## src/rtl/baby_core.sv

```systemverilog
// baby_core: a small accumulator machine with a 3-cycle instruction loop
// (increment CI, fetch into PI, execute) against an external single-port store.
//
// Ports
//    clock         rising-edge clock
//    reset_n_i     synchronous active-low reset
//    run_en_i      free-run enable, sampled only between instructions
//    step_i        single-instruction request (used only with BABY_SINGLE_STEP_EN)
//    ram_data_i    store read data, combinational from ram_addr_o
//    ram_data_o    store write data, always the accumulator
//    ram_addr_o    store address
//    ram_rw_en_o   store write strobe (1 = write)
//    stop_lamp_o   high while halted by STP
//    instr_done_o  one-cycle pulse in the execute cycle of each instruction
//
// Optional feature: define BABY_SINGLE_STEP_EN to let a rising edge of step_i
// start one instruction while run_en_i is low.
module baby_core #(
   parameter int unsigned WORD_W = 32,
   parameter int unsigned ADDR_W = 5
) (
   input  logic              clock,
   input  logic              reset_n_i,
   input  logic              run_en_i,
   input  logic              step_i,
   input  logic [WORD_W-1:0] ram_data_i,
   output logic [WORD_W-1:0] ram_data_o,
   output logic [ADDR_W-1:0] ram_addr_o,
   output logic              ram_rw_en_o,
   output logic              stop_lamp_o,
   output logic              instr_done_o
);

   localparam int unsigned F_LSB = ADDR_W + 8;

   typedef enum logic [1:0] {
      S_INC   = 2'd0,
      S_FETCH = 2'd1,
      S_EXEC  = 2'd2,
      S_STOP  = 2'd3
   } state_t;

   state_t            state, state_nxt;
   logic [ADDR_W-1:0] ci, ci_nxt;
   logic [WORD_W-1:0] pi, pi_nxt;
   logic [WORD_W-1:0] a, a_nxt;
   logic [2:0]        func;
   logic [ADDR_W-1:0] operand;
   logic [ADDR_W-1:0] s_addr;
   logic              start;

   assign func    = pi[F_LSB+2:F_LSB];
   assign operand = pi[ADDR_W-1:0];
   assign s_addr  = ram_data_i[ADDR_W-1:0];

   // PI bits outside the function/operand fields carry no meaning
   logic unused_pi;
   assign unused_pi = ^pi;

`ifdef BABY_SINGLE_STEP_EN
   // Previous step_i level, for rising-edge detection
   logic step_q;

   always_ff @(posedge clock) begin
      if (!reset_n_i) step_q <= 1'b0;
      else            step_q <= step_i;
   end

   assign start = run_en_i | (step_i & ~step_q);
`else
   logic unused_step;
   assign unused_step = step_i;
   assign start       = run_en_i;
`endif

   // State and architectural registers
   always_ff @(posedge clock) begin
      if (!reset_n_i) begin
         state <= S_INC;
         ci    <= '0;
         pi    <= '0;
         a     <= '0;
      end else begin
         state <= state_nxt;
         ci    <= ci_nxt;
         pi    <= pi_nxt;
         a     <= a_nxt;
      end
   end

   // Next-state, datapath and store control
   always_comb begin
      state_nxt    = state;
      ci_nxt       = ci;
      pi_nxt       = pi;
      a_nxt        = a;
      ram_addr_o   = '0;
      ram_rw_en_o  = 1'b0;
      instr_done_o = 1'b0;

      case (state)
         S_INC: begin
            if (start) begin
               ci_nxt    = ci + ADDR_W'(1);
               state_nxt = S_FETCH;
            end
         end
         S_FETCH: begin
            ram_addr_o = ci;
            pi_nxt     = ram_data_i;
            state_nxt  = S_EXEC;
         end
         S_EXEC: begin
            ram_addr_o   = operand;
            instr_done_o = 1'b1;
            state_nxt    = S_INC;
            case (func)
               3'd0: ci_nxt = s_addr;
               3'd1: ci_nxt = ci + s_addr;
               3'd2: a_nxt  = '0 - ram_data_i;
               // A reset edge in this cycle must not leave a write behind
               3'd3: ram_rw_en_o = reset_n_i;
               3'd4,
               3'd5: a_nxt  = a - ram_data_i;
               3'd6: begin
                  if (a[WORD_W-1]) ci_nxt = ci + ADDR_W'(1);
               end
               default: state_nxt = S_STOP;
            endcase
         end
         default: begin
            state_nxt = S_STOP;
         end
      endcase
   end

   assign ram_data_o  = a;
   assign stop_lamp_o = (state == S_STOP);

endmodule

```

## config.mk

```make
export PLATFORM = sky130hd
export DESIGN_NAME = baby_core
export DESIGN_NICKNAME = d
export VERILOG_FILES = /design/src/rtl/baby_core.sv
export SDC_FILE = /design/constraint.sdc
export NUM_CORES = 1
export LEC_CHECK = 0
export CAP_MARGIN = 20
export CORE_MARGIN = 3
export CORE_UTILIZATION = 42
export CTS_CLUSTER_DIAMETER = 60
export DETAILED_ROUTE_END_ITERATION = 10
export GPL_TIMING_DRIVEN = 0
export PLACE_DENSITY = 0.66
export SETUP_SLACK_MARGIN = 0.2
export SLEW_MARGIN = 20
export SYNTH_ARGS = -nofsm -noshare
export SYNTH_HDL_FRONTEND = slang
export SYNTH_SLANG_ARGS = --single-unit
```

## constraint.sdc

```tcl
create_clock -name clock -period 3.9 [get_ports clock]
set_clock_uncertainty 0.15 [all_clocks]
set_input_delay 0.78 -clock clock [delete_from_list [all_inputs] [get_ports clock]]
set_output_delay 0.78 -clock clock [all_outputs]
set_load 0.05 [all_outputs]
```

# [Yosys cells after proc, flatten, opt, wreduce, memory -nomap -nowiden]
# Index checks and enable logic that the tools add are counted.
[op_classes] add_sub_neg=4 n_mul=0 div_mod_pow=0 magnitude_cmp=0 eq_ne=12 shifts=0 mux=12 bitwise=0 reduce_logical=8
[op_table] op="one-hot mux 32 bit (2 select lines)" n=1
[op_table] op="subtractor 1 x 32 -> 32 bit, first input constant" n=1
[op_table] op="subtractor 32 bit" n=1
[op_table] op="one-hot mux 5 bit (2 select lines)" n=2
[op_table] op="one-hot mux 5 bit (3 select lines)" n=1
[op_table] op="2-to-1 mux 5 bit" n=2
[op_table] op="== test 3 bit, second input constant" n=3
[op_table] op="OR reduction 7 bit" n=1
[op_table] op="== test 3 x 2 -> 1 bit, second input constant" n=2
[op_table] op="one-hot mux 2 bit (3 select lines)" n=1
[op_table] op="adder 5 x 1 -> 5 bit, second input constant" n=1
[op_table] op="adder 5 bit" n=1
[op_table] op="== test 2 bit, second input constant" n=2
[op_table] op="2-to-1 mux 2 bit" n=2
[op_table] op="inequality test 4 x 2 -> 1 bit, second input constant" n=1
[op_table] op="AND reduction 4 bit" n=1
[op_table] op="nonzero test 2 bit" n=2
[op_table] op="== test 3 x 1 -> 1 bit, second input constant" n=1
[op_table] op="logical NOT 3 bit" n=1
[op_table] op="2-to-1 mux 1 bit" n=3
[op_table] op="inequality test 3 bit, second input constant" n=1
[op_table] op="== test 2 x 1 -> 1 bit, second input constant" n=1
[op_table] op="logical NOT 2 bit" n=1
[op_table] op="inequality test 2 bit, second input constant" n=1
[op_table] op="2 further kinds" n=2
[word_totals] ff_bits=55 latch_bits=0 ram_bits=0 mem_bits_ro=0 input_bits=36 output_inout_bits=40 wordCells=40 memories=0

# [Longest topological paths before layout]
# Gate-level depths: netlist of run 1.
[logic_depth] word_depth=4 depth_mapped=16

# [Worst setup path before layout of run 1]
# No wires, ideal clock.
[synth_path] kind="in2out" from="input port reset_n_i" to="output port ram_rw_en_o" t_arrival_ps=2612 setup_slack_ps=358 path_stages=4 path_cell_list="clkdlybuf4s50_2 -> clkbuf_8 -> nand3_1 -> nor3_1"
[synth_via] elab_chain_len=2
[synth_rtl] element="start, declared" line_no="23" rtl="input logic reset_n_i,"
[synth_rtl] element="2-to-1 mux 1 bit" line_no="117" rtl="case (func)"
[synth_rtl] element="2-to-1 mux 1 bit" line_no="101" rtl="case (state)"
[synth_rtl] element="end, declared" line_no="29" rtl="output logic ram_rw_en_o,"
# Every way passes these cells.

# [Worst setup path in the final report of run 1]
[layout_path] from="input port ram_data_i[3]" to="register a[29] (netlist: ram_data_o[29])"
[layout_via] elab_chain_len=2 elab_cells_between_ends=3 cone_classes="add/sub (2); mux (1)"
[layout_rtl] element="start, declared" line_no="26" rtl="input logic [WORD_W-1:0] ram_data_i,"
[layout_rtl] element="subtractor 32 bit / subtractor 1 x 32 -> 32 bit (equally long branches)" line_no="124, 120"
[layout_rtl] element="one-hot mux 32 bit (2 select lines) *" line_no="117"
[layout_rtl] element="end signal, assigned" line_no="87" rtl="a <= a_nxt;"
[layout_rtl] element="end, declared" line_no="46" rtl="logic [WORD_W-1:0] a, a_nxt;"
# Every way passes the cells marked *; elsewhere a longest branch is shown, timed or not.
# A chain may end at the register's enable or synchronous reset.

==> impl_metrics.tcl, run 1 <==
set metrics [dict create \
    status "finished, final reports clean" \
    timing.final.crit_period_ns 3.583 \
    post_drt_via_cell_ratio 5.351 \
    synth.most_common_cell "a21oi_1" \
    via_count 4131 \
    postPlaceCellArea_sq_um 5186 \
    max_freq_mhz 279.1 \
    stdcell_area_sq_um 5429 \
    synth-adder-area-share 0.1377 \
    syn_avg_cell_area_sq_um 7.742 \
    reg2reg_depth 15 \
    final_nets 720 \
    area_delta_synth_final_pct 26.58 \
    finalNonFillerCells 772 \
    yosys.area.top_type "dfxtp_1" \
    syn_area_sq_um 4289 \
    drive_gt1_frac 0.08607 \
    synthXorXnorAreaFrac 0.05922 \
    preCtsSetupSlack_ns -0.1572 \
    cts_tree "done" \
    crit_slowest_cell "clkdlybuf4s50_1" \
    io_buffers 73 \
    pwr_density_cell_nw_per_um2 268.4 \
    clock_sinks 47 \
    crit_start "ram_data_i[3]" \
    cp.arrival_ns 3.69 \
    htreeDepth 2 \
    setup_ws_ns 0.3173 \
    grt_start_max_net_pins 17 \
    start_kind "primary input" \
    drt-initial-drc-count 170 \
    path_max_fanout 5 \
    irDropWorstVdd_v 0.0001382 \
    ys_ff_latch 47 \
    end_kind "flop" \
    routabilityCongestion 0.9164 \
    antenna_found_initial 0 \
    netlist_instances 554 \
    num_antenna_cells 0 \
    maxCapViolCount 0 \
    r2r_start "pi[14]" \
    synth-main-ff-cell "dfxtp_1" \
    netlist_top_cells_count "a21oi_1, dfxtp_1, nand2_1" \
    die_x_microns 107.1 \
    hold_path.class "flop to flop" \
    worstPathCellList "clkdlybuf4s50_1 -> inv_1 -> ha_1 -> nand4_1 -> o211a_1 -> o31ai_4 -> a21oi_4 -> o41ai_4 -> a21oi_2 -> or4_1 -> nand3_1" \
    critical_path.max_stage_delay_ns 0.57 \
    fp-row-count 36 \
    dieHeight_microns 107.1 \
    rrSetupSlack_ns 0.36 \
    yosys.area_share.simple 0.2200 \
    first_pass_iters 4 \
    worstHoldStart "ram_data_o[20]" \
    drv_slew 0 \
    wl_per_cell_microns 14.87 \
    finalSetupViolations 0 \
    synth_compound_area_frac 0.2550 \
    tightestPinTransition_ns 0.7207 \
    clk_pin_slew_ns 0.10 \
    hold_violations 0 \
    placed_cells 760 \
    cts-hold-fix-buffers 0 \
    gr-total-overflow 0 \
    synth_top_family_by_area "compound AO/OA/AOI/OAI gates" \
    numCtsBuffers 5 \
    finalWirelength_mm 11.48 \
    cts-root-buf "clkbuf_8" \
    place_hpwl_mm 8.949 \
    die_area_sq_um 11460 \
    yosys_warnings 0 \
    min_period_over_period 0.9186 \
    synth_nets 636 \
    post_synth_mux_area_share 0.02800 \
    ys_top_cells_by_area "dfxtp_1, ha_1, a21oi_1" \
    synthArstFlopShare 0 \
    synth_top_area_frac 0.2194 \
    grt_pass1_vias 3959 \
    p_leak_nw 2.352 \
    num_io_pins 76 \
    cts.path.max_buffers 2 \
    final.setup.tns_ns 0 \
    grt_pass1_wl_mm 18.56 \
    ant_nets 0 \
    clk_latency_ns 0.31 \
    required_ns 4.01 \
    max_slew_margin 0.5196 \
    whs_path_depth 2 \
    synth_seq_area_share 0.2194 \
    synth_cell_types 65 \
    grtUsageTotal 0.1972 \
    start_util 0.4348 \
    core_sq_um 9864 \
    rsz0062_at_grt "false" \
    synth-edff-count 0 \
    critPathKind "primary input to flop" \
    route.detailed.drc 0 \
    post-route-util 0.5504 \
]
-- placed cells by master, fill, tap and decap left out, types with 3 or more instances in the layout --
master and instances:
a31oi_1 3, ha_4 3, nand4_1 6, a211oi_1 7
inv_1 45, clkbuf_8 8, a22oi_1 6, nand4b_1 3
or3_1 4, clkbuf_1 7, mux2i_1 12, nor3_1 9
o21ai_1 3, buf_4 10, nor2_1 43, dfxtp_1 47
clkbuf_2 3, nand2_1 47, o221ai_1 5, nand3_1 18
nor2b_1 12, ha_1 41, xnor2_1 18, a21oi_1 53
and2_1 32, xor2_1 11, o21ai_0 23, o21a_1 8
o21bai_1 5, a21o_1 17, clkdlybuf4s50_1 71
-- state kept, by name, summed over array words and instances, names as in the netlist --
signal / flops
state: 2
ci: 5
pi: 8
ram_data_o: 32
-- stage by stage --
step / power [W] / hold WS, ns
6_report: 0.001457 / 0.3180
3_5_place_dp: 0.001131 / 0.3096
4_1_cts: 0.001461 / 0.3232
5_1_grt: 0.001558 / 0.3418
3_3_place_gp: 0.001123 / 0.3035
2_1_floorplan: 0.0009596 / 0.3113
-- where the power goes --
group / total [W] / leakage (nW) / internal, W / switching (W)
Clock: 0.000322 / 0.0408 / 0.000129 / 0.000193
Combinational: 0.000570 / 1.93 / 0.000239 / 0.000332
Sequential: 0.000565 / 0.381 / 0.000522 / 0.0000436
Total: 0.00146 / 2.35 / 0.000889 / 0.000568
-- cell families after synthesis --
kind of cell               after synthesis
xor gates and xnor gates                29
DFF                                     47
and+or+nand+nor                        188
AOI/OAI and AO/OA                      161
muxes                                   12
adders and majority gates               46
buffers and inverters                   71
-- per-layer routing --
metal  track usage  vias up  share of wire
met2        0.3298       82           0.47
li1              -     2108              -
met1        0.2689     1929           0.48
met3       0.02890       12          0.040
met5             0        -              0
met4       0.04292        0          0.012
-- repair_timing --
| action | in CTS | in global routing |
|---|---|---|
| pin swaps | 1 | 13 |
| setup endpoints to repair | 12 | 15 |
| setup buffers | 0 | 4 |
| gates resized for setup | 6 | 31 |
-- worst paths after layout --
kind,to
min,ram_data_o[20]
max,ram_data_o[29]
min reg2reg,ram_data_o[20]
max reg2reg,ram_data_o[29]
-- critical path, delay by kind of cell --
kind	cells	cell delay, ns
adder cells (fa/ha/maj)	1	0.36
buffers and inverters	2	0.65
AO/OA/AOI/OAI	5	1.24
AND/OR/NAND/NOR	3	0.66
-- final cells by class --
type                            count  area (sq um)
Fill cell                         951          4436
Tap cell                          133         166.4
Multi-Input combinational cell    436          3098
Clock buffer                        5         68.82
Timing Repair Buffer               77         765.7
Sequential cell                    47         940.9
Clock inverter                      3         23.77
Buffer                             26         196.4
Inverter                           45         168.9
Note: power is estimated with default switching activity, not from simulation.
==> inputs of run 2 (changes only) <==
--- a/config.mk
+++ b/config.mk
@@ -7,13 +7,14 @@
 export LEC_CHECK = 0
 export CAP_MARGIN = 20
 export CORE_MARGIN = 3
-export CORE_UTILIZATION = 42
+export CORE_UTILIZATION = 50
 export CTS_CLUSTER_DIAMETER = 60
 export DETAILED_ROUTE_END_ITERATION = 10
 export GPL_TIMING_DRIVEN = 0
-export PLACE_DENSITY = 0.66
+export PLACE_DENSITY = 0.76
 export SETUP_SLACK_MARGIN = 0.2
 export SLEW_MARGIN = 20
 export SYNTH_ARGS = -nofsm -noshare
 export SYNTH_HDL_FRONTEND = slang
 export SYNTH_SLANG_ARGS = --single-unit
+export TNS_END_PERCENT = 50
==> run 2 against run 1 <==
Worst setup slack got worse by 0.11 ns. Final cell count decreased by 3.5%. Count of clock-buffer cells in the layout increased by 3. First-iteration DRC count increased by 38%. Critical path depth decreased by 5. Core utilization increased by 10 points. Fmax decreased by 3.0%. Combinational power increased by 1%. Die area decreased by 15%. Sequential share of layout area increased by 0.096 points. Clock power increased by 6.2%. Critical path type is now flop to primary output. Largest cell class unchanged. Highest routed layer unchanged.
==> impl_metrics.tcl, run 2 (synthesis gave the netlist of run 1 again) <==
set metrics [dict create \
    worstPathCellList "inv_1 -> ha_1 -> buf_1 -> a22oi_1 -> nor2b_1 -> clkdlybuf4s50_1" \
    drv_slew 0 \
    antenna_found_initial 0 \
    route.detailed.drc 0 \
    grt_pass1_vias 4156 \
    start_kind "flop" \
    io_buffers 73 \
    cp.arrival_ns 2.76 \
    die_area_sq_um 9726 \
    finalWirelength_mm 11.98 \
    grt_pass1_wl_mm 19.56 \
    required_ns 2.97 \
    max_slew_margin 0.4799 \
    post_drt_via_cell_ratio 5.764 \
    wl_per_cell_microns 16.08 \
    max_freq_mhz 270.8 \
    htreeDepth 2 \
    crit_slowest_cell "clkdlybuf4s50_1" \
    gr-total-overflow 0 \
    p_leak_nw 2.336 \
    cp_num_cells 6 \
    cts-hold-fix-buffers 0 \
    area_delta_synth_final_pct 25.88 \
    r2r_start "pi[14]" \
    critPathTopFamily "buffers and inverters" \
    fp-row-count 33 \
    reg2reg_depth 15 \
    drt-initial-drc-count 235 \
    numCtsBuffers 5 \
    hold_path.class "flop to flop" \
    critPathKind "flop to primary output" \
    hold_violations 0 \
    swShare 0.3781 \
    path_max_fanout 10 \
    dieHeight_microns 98.62 \
    first_pass_iters 5 \
    status "finished, final reports clean" \
    num_io_pins 76 \
    routabilityCongestion 0.9358 \
    seqPwrFrac 0.381 \
    drive_gt1_frac 0.07813 \
    rsz0062_at_grt "true" \
    rrSetupSlack_ns 0.34 \
    placed_cells 732 \
    finalNonFillerCells 745 \
    clk_pin_slew_ns 0.09 \
    largest_register_ffs 32 \
    path_buf_inv 3 \
    mostFrequentLayoutCells "clkdlybuf4s50_1, a21oi_1, nand2_1, dfxtp_1, inv_1" \
    clock_sinks 47 \
    layout_commonest_cell "clkdlybuf4s50_1" \
    core_sq_um 8258 \
    cts_tree "done" \
    grt_start_max_net_pins 14 \
    r2r_end "ram_data_o[29]" \
    clkPwrFrac 0.231 \
    final_nets 721 \
    p_int_w 0.0009234 \
    place_hpwl_mm 8.930 \
    die_x_microns 98.62 \
    finalSetupViolations 0 \
    start_util 0.5194 \
    power_switching_w 0.0005614 \
    critical_path.max_stage_delay_ns 0.81 \
    pwr_density_cell_nw_per_um2 275.0 \
    irDropWorstVdd_v 0.0001424 \
    comb_power_share 0.388 \
    via_count 4294 \
    holdWs_ns 0.3197 \
    worstSetupEndpoint "ram_addr_o[2]" \
    cts.path.max_buffers 2 \
    timing.final.crit_period_ns 3.693 \
    cts-root-buf "clkbuf_8" \
    crit_start "state[1]" \
    maxCapViolCount 0 \
    clk_latency_ns 0.31 \
    grtUsageTotal 0.2403 \
    num_antenna_cells 0 \
    ant_nets 0 \
    end_kind "primary output" \
    min_period_over_period 0.9469 \
    tightestPinTransition_ns 0.7802 \
]
-- run 2: cell count changes in the layout (fill, tap and decap cells not counted), sizes merged --
cell	change
buf	+2
clkbuf	+2
clkdlybuf4s50	-1
clkinvlp	-2
dlygate4sd2	+1
inv	-1
-- run 2: how the worst min path moves through the flow --
stage,from,to,cells past startpoint
CTS,ram_data_o[23],ram_data_o[23],2
detailed placement,ram_data_o[23],ram_data_o[23],2
finish,ram_data_o[23],ram_data_o[23],2
global placement,ram_data_o[10],ram_data_o[10],2
global route,ram_data_o[23],ram_data_o[23],2
floorplan,pi[0],pi[0],2
-- run 2: power by group through the flow --
| stage | combinational [W] | clock [W] | sequential [W] |
|---|---|---|---|
| floorplan | 0.000350 | 0 | 0.000610 |
| global placement | 0.000544 | 0 | 0.000573 |
| detailed placement | 0.000558 | 0 | 0.000575 |
| CTS | 0.000562 | 0.000351 | 0.000565 |
| global route | 0.000633 | 0.000363 | 0.000571 |
| finish | 0.000576 | 0.000342 | 0.000566 |
-- run 2: through the flow --
step / setup WS [ns] / cell area (sq um) / util / setup TNS [ns] / total power [W]
2_1_floorplan: 0.3582 / 4289 / - / 0 / 0.0009596
3_3_place_gp: -0.1398 / 5151 / 0.6238 / -0.1531 / 0.001117
3_5_place_dp: -0.2497 / 5151 / 0.6238 / -0.3196 / 0.001134
4_1_cts: 0.1915 / 5255 / 0.6364 / 0 / 0.001477
5_1_grt: 0.04852 / 5399 / 0.6538 / 0 / 0.001567
6_report: 0.2072 / 5399 / 0.6538 / 0 / 0.001485
-- run 2: timing repair --
item                       4_1_cts  5_1_grt
pin swaps                        0       13
buffers inserted                 0        5
setup endpoints to repair       14       15
gates cloned                     0        0
gates resized for setup          6       29
-- run 2: worst register-to-register path, cell delays in order (launching register included) --
cell and delay (ns):
dfxtp_1 0.33, buf_6 0.13, nor2b_1 0.05, clkbuf_4 0.17
buf_6 0.15, and2_1 0.15, ha_1 0.35, a21o_1 0.19
a32oi_1 0.16, o211a_1 0.21, o31ai_4 0.39, a21oi_4 0.13
o41ai_2 0.30, a21oi_1 0.14, or4_1 0.42, nand3_1 0.09
-- run 2: final cells by class --
class	instances	area (sq um)
fill	737	2859
sequential	47	940.9
multi-input combinational	436	3084
buffer	26	201.4
inverter	45	168.9
timing repair buffer	78	772.0
tap	105	131.4
clock buffer	8	100.1
-- run 2: metal layers --
| metal | vias up | wire [microns] | GRT usage | part of all wire |
|---|---|---|---|---|
| met5 | - | 0 | 0 | 0 |
| met4 | 0 | 185 | 0.06933 | 0.015 |
| met3 | 22 | 604 | 0.02902 | 0.050 |
| met2 | 125 | 5739 | 0.4009 | 0.48 |
| met1 | 2039 | 5450 | 0.3269 | 0.45 |
| li1 | 2108 | - | - | - |
